## src/rtl/sync_debouncer.sv

```systemverilog
// Debouncer for an asynchronous, bouncy single-bit input: a flop synchronizer followed by
// a stability-counting FSM. It also keeps a saturating count of rejected glitches.
module sync_debouncer #(
    parameter int   SYNC_STAGES   = 2,
    parameter int   STABLE_CYCLES = 4,
    parameter logic RESET_VALUE   = 1'b0
) (
    input  logic       clk,
    input  logic       reset,
    input  logic       din_raw,
    output logic       din_clean,
    output logic       busy,
    output logic [7:0] glitch_cnt
);

    localparam int CW = $clog2(STABLE_CYCLES + 1);
    localparam logic [CW-1:0] CNT_LAST = CW'(STABLE_CYCLES - 1);

    typedef enum logic {
        ST_STABLE   = 1'b0,
        ST_CHECKING = 1'b1
    } state_t;

    state_t                 state;
    logic [CW-1:0]          cnt;
    logic [SYNC_STAGES-1:0] sync;
    logic                   s;

    // Plain shift chain: no logic between the synchronizer flops.
    always_ff @(posedge clk) begin
        if (reset) begin
            sync <= {SYNC_STAGES{RESET_VALUE}};
        end else begin
            sync <= {sync[SYNC_STAGES-2:0], din_raw};
        end
    end

    assign s = sync[SYNC_STAGES-1];

    // busy is registered together with the state, so it never depends combinationally on din_raw.
    always_ff @(posedge clk) begin
        if (reset) begin
            state      <= ST_STABLE;
            cnt        <= '0;
            busy       <= 1'b0;
            din_clean  <= RESET_VALUE;
            glitch_cnt <= 8'd0;
        end else begin
            case (state)
                ST_STABLE: begin
                    if (s != din_clean) begin
                        state <= ST_CHECKING;
                        cnt   <= CW'(1);
                        busy  <= 1'b1;
                    end else begin
                        cnt  <= '0;
                        busy <= 1'b0;
                    end
                end
                ST_CHECKING: begin
                    if (s == din_clean) begin
                        state <= ST_STABLE;
                        cnt   <= '0;
                        busy  <= 1'b0;
                        if (glitch_cnt != 8'hFF) begin
                            glitch_cnt <= glitch_cnt + 8'd1;
                        end
                    end else if (cnt == CNT_LAST) begin
                        din_clean <= s;
                        state     <= ST_STABLE;
                        cnt       <= '0;
                        busy      <= 1'b0;
                    end else begin
                        cnt <= cnt + CW'(1);
                    end
                end
            endcase
        end
    end

endmodule
```

## config.mk

```make
export PLATFORM = sky130hd
export DESIGN_NAME = sync_debouncer
export DESIGN_NICKNAME = d
export VERILOG_FILES = /design/src/rtl/sync_debouncer.sv
export SDC_FILE = /design/constraint.sdc
export NUM_CORES = 1
export LEC_CHECK = 0
export ABC_AREA = 1
export CORE_AREA = 2 2 40 51
export DETAILED_ROUTE_END_ITERATION = 7
export DIE_AREA = 0 0 42 53
export GPL_TIMING_DRIVEN = 1
export PLACE_DENSITY = 0.8
export SLEW_MARGIN = 10
export SYNTH_ARGS = -nofsm -noshare
export SYNTH_HDL_FRONTEND = slang
export SYNTH_SLANG_ARGS = --single-unit
```

## constraint.sdc

```tcl
create_clock -name clk -period 1.45 [get_ports clk]
set_input_delay 0.2175 -clock clk [delete_from_list [all_inputs] [get_ports clk]]
set_output_delay 0.2175 -clock clk [all_outputs]
set_load 0.05 [all_outputs]
```

After elaboration in Yosys (flattened, before gate mapping). Cells that the tools add are included.

Logic and storage cells: 28. Bits in registers: 16. Output and inout bits: 10. Bits of input ports: 3.

Bitwise logic cells: 2. Equal/unequal tests: 5. Reduce and logical (&&, ||, !) cells: 2. Muxes and demuxes: 11. $add $sub $neg: 2.

Operators with widths (number): adder 8 x 1 -> 8 bit (second input constant) (1); != test 8 bit (second input constant) (1); 2-to-1 mux 1 bit (6); 2-to-1 mux 3 bit (2); one-hot mux 3 bit (2 select lines) (1); AND reduction 3 bit (2); one-hot mux 1 bit (2 select lines) (2); adder 3 x 1 -> 3 bit (second input constant) (1); == test 3 x 2 -> 1 bit (second input constant) (1); != test 3 x 1 -> 1 bit (second input constant) (1); inverter 1 bit (2); == test 1 bit (1); != test 1 bit (1).

Longest topological paths before layout. Gate-level depths: netlist (run 1).

Depth after elaboration: 4. Depth in mapped cells: 9. Depth with buffers taken out: 8.

Least setup slack after synthesis (run 1). No wires, ideal clock.

Kind: reg2reg. From: reg glitch_cnt[0]. To: reg glitch_cnt[4]. Path buffers: 0. Path slack: -178 ps. Arrival: 1562 ps. Required time: 1384 ps. Setup time: 66 ps. Cell stages (with the launch flop): 8. Clock period less this slack: 1628 ps. Cells stage by stage: dfxtp_1 > ha_1 > nand2_2 > nor2_4 > nand2_4 > nand2_4 > nand2_1 > a21oi_2.

Longest elaborated chain between the ends: 2. Elaborated cells between the ends (all ways): 3. Those cells by class: add/sub: 1; eq/ne: 1; reduce/logical: 1.

RTL lines: from (decl) (RTL line 13) `output logic [7:0] glitch_cnt`; from (signal assigned) (RTL line 66) `glitch_cnt <= glitch_cnt + 8'd1;`; branches (longest 2 deep; another with adder 8 x 1 -> 8 bit).

Several ways; the timed one is not identified. A chain may end at the register's enable or synchronous reset.

Worst setup path after layout (run 1). Ends and elaborated chain as after synthesis.

==> metrics.txt, run 1 <==
# TYPE chip_impl_metric gauge
chip_impl_metric{name="clock_insertion_delay_worst_skew",unit="ns"} 0.28
chip_impl_metric{name="path_clk_slew",unit="ns"} 0.09
chip_impl_metric{name="power_frac_seq",unit="%"} 62.8
chip_impl_metric{name="hold_viol",unit=""} 0
chip_impl_metric{name="floorplan.die.width",unit="um"} 42
chip_impl_metric{name="num_vias",unit=""} 714
chip_impl_metric{name="final_count_of_negative_setup_slack_endpoints",unit=""} 0
chip_impl_metric{name="pwr_density_cell",unit="nW/um2"} 658.5
chip_impl_metric{name="antenna_left",unit=""} 0
chip_impl_info{name="synth.largest_area_cell",value="dfxtp_1"} 1
chip_impl_metric{name="io_buffers",unit=""} 12
chip_impl_metric{name="grt_max_degree",unit=""} 13
chip_impl_metric{name="drv.max_cap_violation_count",unit=""} 0
chip_impl_metric{name="synth_top_cell_area_share",unit="%"} 39.51
chip_impl_metric{name="clock.fmax",unit="GHz"} 0.7518
chip_impl_metric{name="layout.nets",unit=""} 130
chip_impl_metric{name="routedWlPerCell",unit="um"} 10.12
chip_impl_metric{name="area.growth.synth_to_final",unit="%"} 34.41
chip_impl_metric{name="avgViaCountPerCell",unit=""} 5.064
chip_impl_info{name="startpoint_to_endpoint_class_of_the_critical_path",value="reg2reg"} 1
chip_impl_metric{name="ir_worst_vdd",unit="uV"} 493.8
chip_impl_metric{name="synth_cell_types",unit=""} 23
chip_impl_metric{name="cts_setup_buffers",unit=""} 0
chip_impl_metric{name="finalClockSkew",unit="ns"} 0.007335
chip_impl_metric{name="crit_arrival",unit="ns"} 1.55
chip_impl_info{name="endpoint_kind",value="flop"} 1
chip_impl_metric{name="power.leakage",unit="nW"} 0.4694
chip_impl_metric{name="synthCells",unit=""} 105
chip_impl_metric{name="timing.final.ws_setup",unit="ns"} 0.1198
chip_impl_metric{name="p_int",unit="uW"} 562.2
chip_impl_metric{name="synth-seq-cells",unit=""} 16
chip_impl_metric{name="detailed_place_hpwl",unit="um"} 1170
chip_impl_metric{name="number_of_warning_messages_in_the_yosys_log",unit=""} 0
chip_impl_metric{name="worstPathMaxFanout",unit=""} 9
chip_impl_metric{name="design.portCount",unit=""} 13
chip_impl_metric{name="max-slew-margin-rel",unit="%"} 80.55
chip_impl_metric{name="syn_avg_cell_area",unit="um2"} 7.722
chip_impl_metric{name="synth_fp_nets",unit=""} 111
chip_impl_metric{name="die_height",unit="um"} 53
chip_impl_metric{name="core_area",unit="um2"} 1723
chip_impl_metric{name="cts_resized",unit=""} 0
chip_impl_metric{name="power.clock.fraction",unit="%"} 30.7
chip_impl_metric{name="dr.first_iter.drc_count",unit=""} 6
chip_impl_info{name="status",value="finished clean"} 1
chip_impl_metric{name="globalRoute.totalOverflow",unit=""} 0
chip_impl_metric{name="pwr-share-comb",unit="%"} 6.5
chip_impl_info{name="hold_class",value="reg2reg"} 1
chip_impl_metric{name="route.final.wire_length",unit="um"} 1427
chip_impl_metric{name="drc_errors",unit=""} 0
chip_impl_info{name="rsz0062_at_grt",value="no"} 1
chip_impl_metric{name="grt_pass1_vias",unit=""} 616
chip_impl_metric{name="placementRows",unit=""} 17
chip_impl_metric{name="grt_first_pass_wirelength",unit="um"} 2346
chip_impl_metric{name="pre_cts_slack",unit="ns"} 0.1416
chip_impl_metric{name="start_util",unit="%"} 47.06
chip_impl_metric{name="postCtsHoldBufs",unit=""} 0
chip_impl_metric{name="drive_above_1_share",unit="%"} 27.05
chip_impl_metric{name="gpl.final_weighted_congestion",unit=""} 0.7699
chip_impl_metric{name="timing.final.crit_share",unit="%"} 91.73
chip_impl_metric{name="drt_first_pass_iters",unit=""} 4
chip_impl_metric{name="worst-slew-pin-transition",unit="ns"} 0.2914
chip_impl_metric{name="synth_sequential_area_ratio",unit="%"} 39.51
chip_impl_metric{name="clockBufferDepth",unit=""} 2
chip_impl_metric{name="die_area",unit="um2"} 2226
chip_impl_metric{name="cts_inserted_buffers",unit=""} 3
chip_impl_info{name="post_synth_main_area_contributors",value="dfxtp_1, nand2_1, inv_1"} 1
chip_impl_metric{name="period_needed",unit="ns"} 1.330
chip_impl_metric{name="antenna_cells",unit=""} 0
chip_impl_info{name="mostFrequentLayoutCells",value="nand2_1, inv_1, dfxtp_1, nor2_1, buf_12"} 1
chip_impl_metric{name="tns",unit="ns"} 0
chip_impl_metric{name="cts_max_level",unit=""} 1
chip_impl_info{name="critical_path.startpoint_type",value="flop"} 1
chip_impl_metric{name="slew_viol_final",unit=""} 0
chip_impl_metric{name="power_switching",unit="uW"} 155.4
chip_impl_metric{name="clock_sinks",unit=""} 16
chip_impl_metric{name="groute.usage.overall",unit="%"} 13.65
chip_impl_metric{name="switching_share",unit="%"} 21.66
chip_impl_info{name="cts_root_buf",value="clkbuf_4"} 1
chip_impl_metric{name="syn-cell-area",unit="um2"} 810.8
chip_impl_metric{name="antenna_found_initial",unit=""} 0
chip_impl_info{name="mostFrequentLayoutCell",value="nand2_1"} 1
chip_impl_info{name="cts_tree",value="built"} 1
chip_impl_metric{name="cp_data_required_time",unit="ns"} 1.67
[through the flow]
| stage | utilization, % | hold WS (ns) | cells | area, um2 | power (mW) |
|---|---|---|---|---|---|
| finish | 63.25 | 0.4107 | 141 | 1090 | 0.7176 |
| global placement | 61.95 | 0.3998 | 138 | 1067 | 0.5074 |
| CTS | 63.25 | 0.4134 | 141 | 1090 | 0.7252 |
| detailed placement | 61.95 | 0.3967 | 138 | 1067 | 0.5084 |
| global route | 63.25 | 0.4309 | 141 | 1090 | 0.7459 |
| floorplan | - | 0.3245 | 105 | 813.3 | 0.4913 |
[flip-flops by register name, indices dropped and copies added, names as in the netlist]
register and cells:
glitch_cnt 8, sync 2, din_clean 1, state 1, cnt 3, busy 1
[final cells by class]
class                           count  area [um2]
Inverter                           17       63.81
Fill cell                         138       633.1
Tap cell                           19       23.77
Timing Repair Buffer               16       250.2
Sequential cell                    16       322.8
Clock buffer                        3       22.52
Multi-Input combinational cell     70       406.6
[cells in the mapped netlist]
master,number
nand4_1,3
nand2_1,18
nor2_8,1
buf_2,1
buf_8,1
ha_1,3
dfxtp_1,16
a21oi_1,6
nor2_1,13
nand3_1,8
nor2_4,2
nand3b_1,1
nor3_1,2
xor2_1,1
o21ai_1,1
nand2_4,3
nand2_2,4
o21ai_0,1
nand3_2,1
inv_2,2
inv_1,15
a21oi_2,1
a211oi_1,1
[final timing paths]
kind            startpoint       endpoint  slack (ns)  cells past startpoint
max          glitch_cnt[0]  glitch_cnt[4]        0.12                      7
min                sync[0]        sync[1]        0.41                      2
max reg2reg  glitch_cnt[0]  glitch_cnt[4]        0.12                      7
min reg2reg        sync[0]        sync[1]        0.41                      2
[power by group through the flow]
stage	clock, mW	sequential, mW	combinational [mW]
final	0.220	0.451	0.0468
after global routing	0.243	0.452	0.0512
after CTS	0.227	0.451	0.0474
after detailed placement	0	0.461	0.0473
after global placement	0	0.461	0.0467
after floorplan	0	0.465	0.0259
[per-layer routing]
metal	part of all wire [%]	routed length (um)	global-route usage, %	vias to the layer above
li1	-	-	-	366
met1	39	554	13.57	331
met2	56	798	27.86	13
met3	3.8	54	2.389	4
met4	1.3	19	4.839	0
met5	0	0	0	-
[cells by family after synthesis]
family	synth area share [%]
XOR/XNOR	1.080
adder cells (fa/ha/maj)	4.630
AND/OR/NAND/NOR	37.50
flip-flops	39.51
buffers and inverters	10.34
AO/OA/AOI/OAI	6.944
[critical path: stages (launching register included)]
cell and delay [ns]:
dfxtp_2 0.41, ha_1 0.22, nand2_2 0.11, nor2_4 0.13, nand2_4 0.11, nand2_4 0.11, nand2_1 0.06, a21oi_2 0.13
No activity file was read; power rests on OpenSTA's default activity.
==> inputs of run 2 (changes only) <==
--- a/config.mk
+++ b/config.mk
@@ -9,9 +9,11 @@
 export CORE_AREA = 2 2 40 51
 export DETAILED_ROUTE_END_ITERATION = 7
 export DIE_AREA = 0 0 42 53
+export DONT_BUFFER_PORTS = 1
 export GPL_TIMING_DRIVEN = 1
-export PLACE_DENSITY = 0.8
+export PLACE_DENSITY = 0.7
 export SLEW_MARGIN = 10
 export SYNTH_ARGS = -nofsm -noshare
 export SYNTH_HDL_FRONTEND = slang
 export SYNTH_SLANG_ARGS = --single-unit
+export TNS_END_PERCENT = 100
==> metrics.txt, run 2 (synthesis results as in run 1) <==
# TYPE chip_impl_metric gauge
chip_impl_info{name="status",value="finished clean"} 1
chip_impl_metric{name="drv.max_cap_violation_count",unit=""} 0
chip_impl_metric{name="crit_path_max_incr_delay",unit="ns"} 0.34
chip_impl_info{name="category_of_cells_accounting_for_the_largest_share_of_critical_path_delay",value="simple AND/OR/NAND/NOR gates"} 1
chip_impl_metric{name="floorplan.die.width",unit="um"} 42
chip_impl_metric{name="ir_worst_vdd",unit="uV"} 573.1
chip_impl_info{name="cts_root_buf",value="clkbuf_4"} 1
chip_impl_metric{name="cts_max_level",unit=""} 1
chip_impl_metric{name="finalClockSkew",unit="ns"} 0.009268
chip_impl_info{name="critical_path.startpoint_type",value="flop"} 1
chip_impl_metric{name="grt_first_pass_wirelength",unit="um"} 2415
chip_impl_metric{name="p_total",unit="uW"} 710.8
chip_impl_info{name="cts_tree",value="built"} 1
chip_impl_metric{name="switching_share",unit="%"} 21.99
chip_impl_metric{name="dr.first_iter.drc_count",unit=""} 13
chip_impl_info{name="register_with_the_highest_flop_count",value="glitch_cnt"} 1
chip_impl_metric{name="avgViaCountPerCell",unit=""} 4.956
chip_impl_metric{name="antenna_found_initial",unit=""} 0
chip_impl_info{name="critical_path.reg2reg.startpoint",value="glitch_cnt[0]"} 1
chip_impl_info{name="startpoint_to_endpoint_class_of_the_critical_path",value="reg2reg"} 1
chip_impl_metric{name="num_vias",unit=""} 674
chip_impl_metric{name="core_area",unit="um2"} 1723
chip_impl_metric{name="final_count_of_negative_setup_slack_endpoints",unit=""} 0
chip_impl_metric{name="worstPathMaxFanout",unit=""} 5
chip_impl_metric{name="drt_first_pass_iters",unit=""} 4
chip_impl_metric{name="pwr-share-comb",unit="%"} 5.1
chip_impl_metric{name="grt_max_degree",unit=""} 13
chip_impl_metric{name="power_frac_seq",unit="%"} 63.5
chip_impl_info{name="timing.critical_path.slowest_stage_cell",value="dfxtp_2"} 1
chip_impl_metric{name="clockBufferDepth",unit=""} 2
chip_impl_metric{name="drive_above_1_share",unit="%"} 23.93
chip_impl_metric{name="max-slew-margin-rel",unit="%"} 65.90
chip_impl_metric{name="groute.usage.overall",unit="%"} 14.29
chip_impl_metric{name="gpl.final_weighted_congestion",unit=""} 0.7666
chip_impl_metric{name="clock_insertion_delay_worst_skew",unit="ns"} 0.28
chip_impl_metric{name="pwr_density_cell",unit="nW/um2"} 766.6
chip_impl_metric{name="layout.nets",unit=""} 125
chip_impl_metric{name="tns",unit="ns"} 0
chip_impl_metric{name="fin_cells",unit=""} 136
chip_impl_metric{name="worstPathBufferInverterCount",unit=""} 2
chip_impl_metric{name="power.clock.fraction",unit="%"} 31.4
chip_impl_metric{name="cp_data_required_time",unit="ns"} 1.67
chip_impl_metric{name="antenna_cells",unit=""} 0
chip_impl_metric{name="period_needed",unit="ns"} 1.207
chip_impl_info{name="mostFrequentLayoutCell",value="nand2_1"} 1
chip_impl_metric{name="clock_sinks",unit=""} 16
chip_impl_metric{name="power.leakage",unit="nW"} 0.4163
chip_impl_metric{name="design.portCount",unit=""} 13
chip_impl_info{name="hold_path.startpoint",value="din_raw"} 1
chip_impl_metric{name="io_buffers",unit=""} 0
chip_impl_metric{name="antenna_left",unit=""} 0
chip_impl_info{name="hold_class",value="in2reg"} 1
chip_impl_metric{name="power_switching",unit="uW"} 156.3
chip_impl_info{name="endpoint_kind",value="flop"} 1
chip_impl_metric{name="hold_viol",unit=""} 0
chip_impl_metric{name="max_reg_flops",unit=""} 8
chip_impl_metric{name="routedWlPerCell",unit="um"} 9.890
chip_impl_metric{name="route.final.wire_length",unit="um"} 1345
chip_impl_metric{name="timing.final.crit_share",unit="%"} 83.22
chip_impl_metric{name="die_height",unit="um"} 53
chip_impl_info{name="crit_path_frequent_cell",value="nor2_1"} 1
chip_impl_metric{name="cts_inserted_buffers",unit=""} 3
chip_impl_metric{name="die_area",unit="um2"} 2226
chip_impl_metric{name="path_clk_slew",unit="ns"} 0.09
chip_impl_metric{name="utilization",unit="%"} 53.81
chip_impl_metric{name="placementRows",unit=""} 17
chip_impl_metric{name="slew_viol_final",unit=""} 0
chip_impl_metric{name="grt_pass1_vias",unit=""} 608
chip_impl_metric{name="area.growth.synth_to_final",unit="%"} 14.35
chip_impl_info{name="mostFrequentLayoutCells",value="nand2_1, inv_1, dfxtp_1, nor2_1, buf_4"} 1
chip_impl_info{name="reg.largest.list",value="glitch_cnt: 8 flops, cnt: 3 flops, sync: 2 flops"} 1
chip_impl_metric{name="start_util",unit="%"} 47.06
chip_impl_metric{name="placed_cells_incl_taps",unit=""} 131
chip_impl_metric{name="detailed_place_hpwl",unit="um"} 1057
chip_impl_info{name="worst_setup_path_startpoint",value="glitch_cnt[0]"} 1
chip_impl_info{name="rsz0062_at_grt",value="no"} 1
chip_impl_metric{name="worst-slew-pin-transition",unit="ns"} 0.5107
chip_impl_metric{name="clock.fmax",unit="GHz"} 0.8288
chip_impl_metric{name="globalRoute.totalOverflow",unit=""} 0
chip_impl_metric{name="crit_arrival",unit="ns"} 1.42
chip_impl_metric{name="p_int",unit="uW"} 554.5
chip_impl_info{name="cp_cell_sequence",value="buf_4 > nand3_1 > nor2_1 > nand3_2 > nand2_1 > inv_1 > nor2_1"} 1
chip_impl_metric{name="cts_resized",unit=""} 0
chip_impl_metric{name="drc_errors",unit=""} 0
==> run 2: cell types whose count changed in the layout (fill, tap and decap cells not counted) <==
cell | before | now
dlygate4sd3_1 | 0 | 2
buf_4 | 4 | 9
buf_12 | 10 | 0
clkdlybuf4s50_1 | 2 | 0
==> run 2: per-layer routing <==
metal | vias to the layer above | global-route usage [%] | share of wire, %
li1 | 359 | - | -
met1 | 291 | 16.22 | 41
met2 | 22 | 24.74 | 51
met3 | 2 | 3.072 | 6.5
met4 | 0 | 8.065 | 1.2
met5 | - | 0 | 0
==> run 2: cell type report <==
class | instances | area [um2]
Tap cell | 19 | 23.77
Multi-Input combinational cell | 70 | 406.6
Fill cell | 168 | 795.8
Timing Repair Buffer | 11 | 87.58
Clock buffer | 3 | 22.52
Sequential cell | 16 | 322.8
Inverter | 17 | 63.81
==> run 2: worst register-to-register path: stages, from the launching register on <==
cell and delay [ns]:
dfxtp_2 0.34, buf_4 0.21, nand3_1 0.16, nor2_1 0.18, nand3_2 0.08, nand2_1 0.07, inv_1 0.03, nor2_1 0.08
==> run 2: repair_timing <==
item	4_1_cts	5_1_grt
hold endpoints to repair	7	1
hold buffers	1	1
setup buffers	0	0
==> run 2: power groups by stage <==
stage	sequential [mW]	combinational, mW	clock (mW)
2_1_floorplan	0.465	0.0259	0
3_3_place_gp	0.462	0.0284	0
3_5_place_dp	0.462	0.0295	0
4_1_cts	0.451	0.0344	0.231
5_1_grt	0.452	0.0405	0.253
6_report	0.451	0.0362	0.223
==> run 2: path summary, 6_finish.rpt <==
| kind | endpoint | cells past startpoint | slack [ns] |
|---|---|---|---|
| worst max register to register | glitch_cnt[5] | 7 | 0.24 |
| worst min register to register | sync[1] | 2 | 0.43 |
| worst max-delay path | glitch_cnt[5] | 7 | 0.24 |
| worst min-delay path | sync[0] | 2 | 0.04 |
==> run 2: per-stage QoR <==
| stage | area [um2] | hold slack [ns] | setup slack (ns) |
|---|---|---|---|
| 2_1_floorplan | 813.3 | 0.3245 | 0.003193 |
| 4_1_cts | 917.1 | 0.004361 | 0.2389 |
| 6_report | 927.1 | 0.04075 | 0.2434 |
| 3_3_place_gp | 884.6 | 0.2813 | 0.2729 |
| 3_5_place_dp | 884.6 | 0.2831 | 0.2590 |
| 5_1_grt | 927.1 | 0.03553 | 0.1061 |
==> inputs of run 3 (changes only) <==
==> constraint.sdc (replaced) <==
create_clock -name clk -period 1.2 [get_ports clk]
set_input_delay 0.18 -clock clk [delete_from_list [all_inputs] [get_ports clk]]
set_output_delay 0.18 -clock clk [all_outputs]
set_load 0.05 [all_outputs]
==> metrics.txt, run 3 (synthesis results as in run 1) <==
# TYPE chip_impl_metric gauge
chip_impl_info{name="endpoint_kind",value="flop"} 1
chip_impl_metric{name="die_height",unit="um"} 53
chip_impl_metric{name="grt_max_degree",unit=""} 13
chip_impl_metric{name="power.clock.fraction",unit="%"} 37.1
chip_impl_info{name="failed_checks",value="hold timing"} 1
chip_impl_metric{name="path_clk_slew",unit="ns"} 0.09
chip_impl_info{name="status",value="finished, violations left"} 1
chip_impl_metric{name="start_util",unit="%"} 47.06
chip_impl_metric{name="worstPathMaxFanout",unit=""} 5
chip_impl_metric{name="globalRoute.totalOverflow",unit=""} 0
chip_impl_metric{name="postCtsHoldBufs",unit=""} 2
chip_impl_metric{name="utilization",unit="%"} 59.55
chip_impl_info{name="startpoint_to_endpoint_class_of_the_critical_path",value="reg2reg"} 1
chip_impl_info{name="category_of_cells_accounting_for_the_largest_share_of_critical_path_delay",value="flip-flops"} 1
chip_impl_metric{name="timing.final.crit_share",unit="%"} 96.43
chip_impl_metric{name="ir_worst_vdd",unit="uV"} 741.0
chip_impl_metric{name="max_reg_flops",unit=""} 8
chip_impl_metric{name="clock_insertion_delay_worst_skew",unit="ns"} 0.28
chip_impl_metric{name="route.final.wire_length",unit="um"} 1530
chip_impl_metric{name="pwr_density_cell",unit="nW/um2"} 904.2
chip_impl_metric{name="period_needed",unit="ns"} 1.157
chip_impl_info{name="rsz0062_at_grt",value="yes"} 1
chip_impl_metric{name="drt_first_pass_iters",unit=""} 4
chip_impl_metric{name="dr.first_iter.drc_count",unit=""} 6
chip_impl_metric{name="groute.usage.overall",unit="%"} 15.14
chip_impl_info{name="critical_path.startpoint_type",value="flop"} 1
chip_impl_metric{name="num_vias",unit=""} 714
chip_impl_metric{name="fin_hold_ws",unit="ns"} -0.06209
chip_impl_metric{name="gpl.final_weighted_congestion",unit=""} 0.7930
chip_impl_metric{name="antenna_found_initial",unit=""} 0
chip_impl_metric{name="layout.nets",unit=""} 129
chip_impl_metric{name="antenna_left",unit=""} 0
chip_impl_metric{name="area.growth.synth_to_final",unit="%"} 26.54
chip_impl_metric{name="cts_inserted_buffers",unit=""} 3
chip_impl_metric{name="clock_sinks",unit=""} 16
chip_impl_metric{name="crit_path_max_incr_delay",unit="ns"} 0.37
chip_impl_metric{name="antenna_cells",unit=""} 0
chip_impl_metric{name="grt_pass1_vias",unit=""} 615
chip_impl_metric{name="avgViaCountPerCell",unit=""} 5.064
chip_impl_metric{name="grt_first_pass_wirelength",unit="um"} 2532
chip_impl_metric{name="power_switching",unit="uW"} 193.5
chip_impl_info{name="cts_root_buf",value="clkbuf_4"} 1
chip_impl_info{name="register_with_the_highest_flop_count",value="glitch_cnt"} 1
chip_impl_metric{name="worst-slew-pin-transition",unit="ns"} 0.2158
chip_impl_metric{name="placementRows",unit=""} 17
chip_impl_metric{name="pwr-share-comb",unit="%"} 5.0
chip_impl_metric{name="floorplan.die.width",unit="um"} 42
chip_impl_metric{name="power_frac_seq",unit="%"} 57.9
chip_impl_info{name="reg.largest.list",value="glitch_cnt: 8 flops, cnt: 3 flops, sync: 2 flops"} 1
chip_impl_metric{name="drive_above_1_share",unit="%"} 39.34
chip_impl_metric{name="detailed_place_hpwl",unit="um"} 1182
chip_impl_metric{name="drc_errors",unit=""} 0
chip_impl_metric{name="placed_cells_incl_taps",unit=""} 133
chip_impl_metric{name="clock.fmax",unit="GHz"} 0.8642
chip_impl_metric{name="worstPathBufferInverterCount",unit=""} 1
chip_impl_info{name="hold_class",value="in2reg"} 1
chip_impl_metric{name="cp_data_required_time",unit="ns"} 1.42
chip_impl_metric{name="cts_max_level",unit=""} 1
chip_impl_info{name="timing.critical_path.slowest_stage_cell",value="dfxtp_4"} 1
chip_impl_metric{name="drv.max_cap_violation_count",unit=""} 0
chip_impl_metric{name="switching_share",unit="%"} 20.86
chip_impl_metric{name="finalClockSkew",unit="ns"} 0.004758
chip_impl_metric{name="p_int",unit="uW"} 734.1
chip_impl_metric{name="final_count_of_negative_setup_slack_endpoints",unit=""} 0
chip_impl_info{name="cts_tree",value="built"} 1
chip_impl_metric{name="fin_cells",unit=""} 141
chip_impl_metric{name="hold_viol",unit=""} 6
chip_impl_info{name="cp_cell_sequence",value="ha_4 > buf_4 > xor2_1 > nand3_1 > a21oi_2"} 1
chip_impl_metric{name="design.portCount",unit=""} 13
chip_impl_metric{name="clockBufferDepth",unit=""} 2
chip_impl_metric{name="io_buffers",unit=""} 0
chip_impl_metric{name="max-slew-margin-rel",unit="%"} 85.60
chip_impl_metric{name="crit_arrival",unit="ns"} 1.38
chip_impl_metric{name="slew_viol_final",unit=""} 0
chip_impl_metric{name="routedWlPerCell",unit="um"} 10.85
chip_impl_info{name="mostFrequentLayoutCell",value="nand2_1"} 1
chip_impl_metric{name="core_area",unit="um2"} 1723
chip_impl_metric{name="die_area",unit="um2"} 2226
chip_impl_metric{name="power.leakage",unit="nW"} 0.4627
chip_impl_info{name="mostFrequentLayoutCells",value="nand2_1, inv_1, nor2_1, buf_4"} 1
==> run 3: changes by cell type in the layout (fill, tap and decap cells not counted), sizes merged <==
cell / previous run / this run
nand2: 25 / 26
clkbuf: 3 / 4
buf: 9 / 12
==> run 3: routing by layer <==
layer | global-route usage [%] | part of all wire (%) | up-vias
li1 | - | - | 367
met1 | 17.22 | 43 | 328
met2 | 26.30 | 52 | 14
met3 | 3.072 | 2.9 | 5
met4 | 8.602 | 1.9 | 0
met5 | 0 | 0 | -
==> run 3: final timing paths <==
check,start,to,slack [ns],depth (start not counted)
worst min register to register,cnt[0],cnt[0],0.44,1
worst max register to register,glitch_cnt[1],glitch_cnt[2],0.04,5
worst min-delay path,reset,glitch_cnt[2],-0.06,1
worst max-delay path,glitch_cnt[1],glitch_cnt[2],0.04,5
==> run 3: power by group through the flow <==
stage / clock [mW] / sequential, mW / combinational [mW]
finish: 0.345 / 0.537 / 0.0462
global route: 0.378 / 0.538 / 0.0509
CTS: 0.353 / 0.537 / 0.0444
detailed placement: 0 / 0.549 / 0.0399
global placement: 0 / 0.549 / 0.0394
floorplan: 0 / 0.557 / 0.0319
==> run 3: final cells by class <==
class,count,area (um2)
repair buffers,14,110.1
flip-flops and latches,16,340.3
inverters,17,63.81
multi-input cells,71,451.7
clock buffers,4,36.28
fillers,163,696.9
well taps,19,23.77
==> run 3: what timing repair did <==
item,CTS,global route
hold endpoints to repair,8,6
buffers inserted,0,1
resized for setup,0,7
endpoints found under the setup margin,0,9
==> run 3: through the flow <==
stage	TNS [ns]	instance area, um2	power, mW	worst slack [ns]
final	0	1026	0.9276	0.04280
after global routing	-0.07053	1026	0.9664	-0.01938
after CTS	0	989.7	0.9337	0.0001267
after detailed placement	0	933.4	0.5890	0.02047
after global placement	0	933.4	0.5882	0.07634
after floorplan	-0.04688	847.1	0.5885	-0.03258
==> edit, RTL diff (config.mk and constraints of run 3) <==
Reset style: asynchronous (`reset`), changed in 2 clocked blocks.
--- a/src/rtl/sync_debouncer.sv
+++ b/src/rtl/sync_debouncer.sv
@@ -29,3 +29,3 @@
     // Plain shift chain: no logic between the synchronizer flops.
-    always_ff @(posedge clk) begin
+    always_ff @(posedge clk or posedge reset) begin
         if (reset) begin
@@ -40,3 +40,3 @@
     // busy is registered together with the state, so it never depends combinationally on din_raw.
-    always_ff @(posedge clk) begin
+    always_ff @(posedge clk or posedge reset) begin
         if (reset) begin
Function: differs if reset is asserted again (counterexample within 4 cycles, from zero or initial values and one cycle with reset high); with reset held inactive, the same outputs for 10 cycles.
==> edit against run 3 <==
Design area grew 2.3%. Sequential cell count is the same. Die area is the same. Worst setup slack lost 0.010 ns. Clock skew grew 0.0033 ns. Via count shrank 4.5%. Routed wire length grew 4.5%. Critical endpoint is now glitch_cnt[4]$_DFFE_PP0P_. Non-clock buffer count grew 1. Area after synthesis grew 0.15%. Utilization grew 1.4 points.
Power is not compared: it rests on default switching activity, and its combinational part moved more than twofold at a synthesized area within 25%.
==> edit: results <==
[outcome]
run_status = "complete, no violations"

[critical_path]
crit_arrival_ns = 1.34
slowest_delay_ns = 0.43
critPathSlowestCell = "dfrtp_2"
worstReg2RegStart = "glitch_cnt[1]$_DFFE_PP0P_"
ff2ff_path_depth = 6
crit_fanout = 4
reg2reg_to = "glitch_cnt[4]$_DFFE_PP0P_"

[cells_and_area]
layout-drive-gt1-share = 0.3387
nets = 130

[timing]
hold-worst-slack_ns = 0.3025
skew_ns = 0.008064
tightestPinTransition_ns = 0.4649

[routing]
wl_met3_um = 46
post_drt_wl_per_cell_um = 11.18
vias = 682
dr_wl_met2_um = 852
routed_wl_mm = 1.599
drtIter0Drc = 10

[global_routing]
grt_pass1_vias = 707
gr-usage-all-layers = 0.1651
grt_max_degree = 10
grt_pass1_wl_mm = 2.704
use_met1 = 0.1742
grt_use_met2 = 0.3047

[logic_synthesis]
synth-seq-area-share = 0.4931
async_reset_ff_frac = 1.000
synth_compound_area_frac = 0.01849
synth_cell_type_count = 18
syn-num-nets = 110
avgSynthCellArea_um2 = 7.734
synthTopCellsByArea = "dfrtp_1 (49%), nand2_1 (20%), inv_1 (5.5%)"
yosys-top-cells-count = "nand2_1 (43), dfrtp_1 (16), inv_1 (12), nor2_1 (12), nand3_1 (5)"

[placed_design]
dp_slack_ns = -0.02148
dp_cells = 135
hpwl_mm = 1.204
-- edit: cell types whose count changed in the layout (fill, tap and decap cells not counted), moves of 4 or more --
cell     delta
a21oi_2     -4
dfrtp_1     +7
dfrtp_2     +9
dfxtp_1     -6
dfxtp_2     -7
inv_1       -5
nand2_1    +24
-- edit: final cells by class --
type | instances | area, µm² | share of cell area
repair buffers | 15 | 121.4 | 0.1156
multi-input cells | 76 | 407.9 | 0.3886
well taps | 19 | 23.77 | 0.02265
inverters | 13 | 48.80 | 0.04648
flip-flops and latches | 16 | 411.6 | 0.3921
clock buffers | 4 | 36.28 | 0.03456
-- edit: repair_timing --
item	4_1_cts	5_1_grt
endpoints found under the setup margin	7	7
pin swaps	4	5
resized for setup	1	7
buffers inserted	2	0
hold buffers	2	0
hold endpoints to repair	17	0
-- edit: worst max-delay path by stage --
stage,start,to,depth (start not counted)
CTS,glitch_cnt[0]$_DFFE_PP0P_,glitch_cnt[2]$_DFFE_PP0P_,6
floorplan,glitch_cnt[1]$_DFFE_PP0P_,glitch_cnt[2]$_DFFE_PP0P_,6
global route,glitch_cnt[1]$_DFFE_PP0P_,glitch_cnt[4]$_DFFE_PP0P_,7
detailed placement,glitch_cnt[1]$_DFFE_PP0P_,glitch_cnt[2]$_DFFE_PP0P_,6
global placement,glitch_cnt[1]$_DFFE_PP0P_,glitch_cnt[4]$_DFFE_PP0P_,6
finish,glitch_cnt[1]$_DFFE_PP0P_,glitch_cnt[4]$_DFFE_PP0P_,6
-- edit: power breakdown --
group	total [W]	switching (W)	internal, W
Combinational	0.000999	0.000658	0.000340
Clock	0.000352	0.000168	0.000184
Sequential	0.000927	0.000231	0.000696
